**src/rtl/fir_decim_fifo.sv**
```systemverilog
// Decimator (pick, or boxcar average with FIR_DECIM_AVG_EN) feeding a FWFT FIFO; result visible 1 cycle after its event.
// Upstream is never stalled: pushes into a full FIFO without a same-cycle pop are dropped and set sticky overflow.
module fir_decim_fifo #(
  parameter int DW    = 12,
  parameter int DECIM = 4,
  parameter int DEPTH = 8
) (
  input  logic                         clk,
  input  logic                         rst_n,
  input  logic                         en,
  input  logic                         clr,
  input  logic signed [DW-1:0]         in,
  output logic signed [DW-1:0]         out_data,
  output logic                         out_valid,
  input  logic                         out_ready,
  output logic [$clog2(DEPTH+1)-1:0]   count,
  output logic                         overflow
);

  localparam int LG = $clog2(DECIM);
  localparam int PW = (LG > 0) ? LG : 1;
  localparam int AW = $clog2(DEPTH);
  localparam int CW = $clog2(DEPTH+1);

  logic [PW-1:0]        phase;
  logic [AW-1:0]        rd_ptr, wr_ptr;
  logic [CW-1:0]        count_nxt;
  logic signed [DW-1:0] mem [DEPTH];
  logic signed [DW-1:0] result;
  logic                 ev, pop, push, full;

  assign ev = en && (phase == PW'(DECIM-1));

`ifdef FIR_DECIM_AVG_EN
  logic signed [DW+LG-1:0] acc, sum;

  assign sum    = acc + (DW+LG)'(in);
  assign result = DW'(sum >>> LG);

  always_ff @(posedge clk or negedge rst_n) begin
    if (!rst_n)   acc <= '0;
    else if (clr) acc <= '0;
    else if (en)  acc <= ev ? '0 : sum;
  end
`else
  assign result = in;
`endif

  always_comb begin
    full      = (count == CW'(DEPTH));
    pop       = out_valid && out_ready;
    push      = ev && (!full || pop);
    count_nxt = count;
    if (push && !pop)      count_nxt = count + CW'(1);
    else if (pop && !push) count_nxt = count - CW'(1);
  end

  always_ff @(posedge clk) begin
    if (push && !clr) mem[wr_ptr] <= result;
  end

  always_ff @(posedge clk or negedge rst_n) begin
    if (!rst_n) begin
      phase     <= '0;
      rd_ptr    <= '0;
      wr_ptr    <= '0;
      count     <= '0;
      out_valid <= 1'b0;
      overflow  <= 1'b0;
      out_data  <= '0;
    end else if (clr) begin
      phase     <= '0;
      rd_ptr    <= '0;
      wr_ptr    <= '0;
      count     <= '0;
      out_valid <= 1'b0;
      overflow  <= 1'b0;
    end else begin
      if (en)          phase    <= ev ? '0 : phase + PW'(1);
      if (ev && !push) overflow <= 1'b1;
      if (push)        wr_ptr   <= wr_ptr + AW'(1);
      if (pop)         rd_ptr   <= rd_ptr + AW'(1);
      count     <= count_nxt;
      out_valid <= (count_nxt != '0);
      // Head register: refilled from memory on pop, or bypassed from result when the FIFO is (becoming) empty.
      if (pop) begin
        if (count > CW'(1)) out_data <= mem[rd_ptr + AW'(1)];
        else if (push)      out_data <= result;
      end else if (push && count == '0) begin
        out_data <= result;
      end
    end
  end

endmodule

```
**config.mk**
```make
export PLATFORM = sky130hd
export DESIGN_NAME = fir_decim_fifo
export DESIGN_NICKNAME = d
export VERILOG_FILES = /design/src/rtl/fir_decim_fifo.sv
export SDC_FILE = /design/constraint.sdc
export NUM_CORES = 1
export LEC_CHECK = 0
export CAP_MARGIN = 20
export CORE_AREA = 4 4 153 140
export CTS_BUF_LIST = sky130_fd_sc_hd__clkbuf_16
export DETAILED_ROUTE_END_ITERATION = 12
export DIE_AREA = 0 0 157 144
export GPL_TIMING_DRIVEN = 0
export RECOVER_POWER = 100
export SLEW_MARGIN = 20
export SYNTH_ARGS = -nofsm -noshare
export SYNTH_HDL_FRONTEND = slang
export SYNTH_SLANG_ARGS = --single-unit
```
**constraint.sdc**
```tcl
create_clock -name clk -period 3.7 [get_ports clk]
set_clock_uncertainty 0.1 [all_clocks]
set_input_delay 0.555 -clock clk [delete_from_list [all_inputs] [get_ports clk]]
set_output_delay 0.555 -clock clk [all_outputs]
set_load 0.02 [all_outputs]
```
==> impl_metrics.py <==
metrics = {
    "floorplanning": {
        "coreArea_um2": 19800,
        "start_util_pct": 25.80,
        "die_w_um": 157,
        "fp.dieH_um": 144,
        "die-area_um2": 22610,
        "io_pins": 35,
        "std_cell_rows": 49,
    },
    "run": {
        "max_cap_viol_count": 1,
    },
    "setup_path": {
        "r2r_cells": 6,
        "worstSetupPathType": "reg -> reg",
        "endpoint": "mem[4][6]",
        "path_max_fanout": 12,
        "critPathArrivalTime_ns": 3.07,
        "start_kind": "register",
        "r2r_slack_ns": 0.54,
        "endpoint_kind": "register",
        "startpoint": "count[0]",
        "r2r-end": "mem[4][6]",
        "regToRegStartpoint": "count[0]",
        "required_ns": 3.62,
    },
    "routing": {
        "ant_nets": 0,
        "viasPerCell": 4.455,
        "drc": 0,
        "drt-pass1-iter-count": 4,
        "routed_wl_um": 11090,
        "vias": 2842,
        "wl_per_cell_um": 17.37,
        "dr.first_iter.drc_count": 278,
    },
    "cts": {
        "htree_num_levels": 4,
        "cts_buffers": 17,
        "cts_hold_buf": 0,
        "cts.clk_slew.worst_paths_ns": 0.06,
        "cts_tree": "built",
        "post-cts-setup-buffers": 0,
        "cts_resized": 0,
        "insertion_delay_ns": 0.41,
        "clock-root-buffer": "clkbuf_16",
        "cts.sinks": 122,
        "clock_path_buffers": 2,
    },
    "power_and_ir_drop": {
        "power_mw": 4.010,
        "ir_drop_mv": 0.2847,
        "leakagePower_nw": 2.243,
        "p_per_area_nw_per_um2": 636.6,
    },
    "placement": {
        "gp_congestion": 0.7446,
        "dp_hpwl_um": 7032,
        "dp_slack_ns": 0.5570,
        "io_buffers": 33,
        "placed_area_um2": 5792,
    },
    "sta": {
        "final.min_clock_period_ns": 3.156,
        "timing.final.setup_violations": 0,
        "timing.final.crit_share_pct": 85.30,
        "slew_viol_final": 27,
        "rsz0062_at_grt": "false",
        "hold_viol_final": 0,
        "worst_slack_ns": 0.5437,
        "worstMarginPinSlew_ns": 1.600,
        "fin_hold_ws_ns": 0.3797,
        "max_freq_ghz": 0.3168,
        "relSlewSlack_pct": -6.688,
    },
    "finish": {
        "antenna_cells": 0,
        "syn_to_final_growth_pct": 23.29,
        "drive_gt1_share_pct": 18.80,
        "fin_area_um2": 6300,
        "fin_nets": 393,
    },
    "synthesis": {
        "async_flop_share_pct": 21.31,
        "synth.ff_latch_count": 122,
        "yosysSeqAreaShare_pct": 69.15,
        "synthAdderAreaFrac_pct": 1.469,
        "ys.flop_type": "edfxtp_1",
        "synth-xor-area-share_pct": 1.543,
        "avgSynthCellArea_um2": 16.12,
        "synth-compound-area-share_pct": 4.971,
        "synth_top_family_by_area": "multiplexers",
        "synth_mux_area_share_pct": 11.14,
        "netlist_area_um2": 5110,
        "synth_edf_count": 96,
        "synth_cells": 317,
        "synth-simple-area-share_pct": 9.476,
        "yosysWarnings": 0,
        "ys_types": 36,
        "synth_nets": 340,
    },
    "grt": {
        "grt_pass1_vias": 3073,
        "antenna_found_initial": 0,
        "grt_max_degree": 27,
        "overflow": 0,
        "grtUsageTotal_pct": 10.60,
        "grt_pass1_wl_um": 17680,
    },
    "run_status": {
        "status": "complete, but fails checks",
        "violations": "capacitance limit, slew limit",
    },
    "hold_path": {
        "hold_class": "reg -> reg",
    },
}
through the flow:
step                instances  utilization [%]  TNS (ns)
global placement          605            29.08    -3.784
global route              638            31.81         0
finish                    638            31.81         0
floorplan                 317                -         0
detailed placement        606            29.25         0
CTS                       638            32.03         0
layout make-up:
class / count / area [um^2]
Buffer: 15 / 103.9
Fill cell: 1932 / 13500
Multi-Input combinational cell: 178 / 1456
Tap cell: 255 / 319.1
Clock buffer: 17 / 425.4
Sequential cell: 122 / 3533
Timing Repair Buffer: 34 / 327.8
Clock inverter: 15 / 126.4
Inverter: 2 / 7.507
worst min-delay path by stage:
stage,start,endpoint,cells after the start
after floorplan,rst_n,count[0],0
after global placement,out_data[1],out_data[1],2
after detailed placement,out_data[5],out_data[5],2
after CTS,rst_n,count[0],1
after global routing,out_data[0],out_data[0],2
final,out_data[0],out_data[0],2
synth_stat cells, types with 6 or more instances:
| cell | number | area (um^2) |
|---|---|---|
| buf_2 | 6 | 30.03 |
| mux4_2 | 19 | 427.9 |
| nor2_1 | 33 | 123.9 |
| and3_1 | 12 | 75.07 |
| nand2_1 | 48 | 180.2 |
| edfxtp_1 | 96 | 2883 |
| ha_1 | 6 | 75.07 |
| a21oi_1 | 7 | 35.03 |
| dfrtp_1 | 26 | 650.6 |
| o31ai_2 | 12 | 150.1 |
power by group:
part           internal [mW]  leakage (nW)  switching [mW]  total [mW]
Combinational          0.390         0.777           0.453       0.843
Clock                  0.918         0.260           0.608        1.53
Sequential              1.57          1.21          0.0726        1.64
placed cells by master (no fill, tap or decap), types with 4 or more instances in the layout:
cell           instances
clkbuf_16             17
buf_2                  6
xor2_1                 4
nand2_1               48
dfrtp_1               26
nor3_1                 4
clkinvlp_4             4
dlygate4sd3_1         31
mux4_2                19
ha_1                   6
clkbuf_1               8
xnor2_1                5
a21oi_1                7
o31ai_2               10
nor2_1                33
and3_1                12
mux4_1                 5
edfxtp_1              96
state kept, by name, indices dropped and copies added, names as in the netlist:
register and cells:
count 4, mem 96, out_data 12, out_valid 1, overflow 1, phase 2
rd_ptr 3, wr_ptr 3
logic make-up (layout without fill, tap and decap cells):
kind of cell | after synthesis | after routing
compound gates | 29 | 29
xor+xnor | 9 | 9
fa+ha+maj | 6 | 6
buf+inv | 17 | 83
flops | 122 | 122
mux | 25 | 25
simple gates | 109 | 109
per-layer routing:
layer  part of all wire (%)  global-route usage, %
met5                      0                      0
met4                    1.7                  3.836
met3                    8.0                  3.321
met2                     49                  17.50
met1                     41                  13.18
critical path: stages, from the launching register on:
cell and delay, ns:
dfrtp_1 0.43, inv_1 0.10, ha_1 0.26, and3b_1 0.25, a21o_1 0.21, or3_4 0.36
nor2_1 1.04
Note: power is estimated with default switching activity, not from simulation.
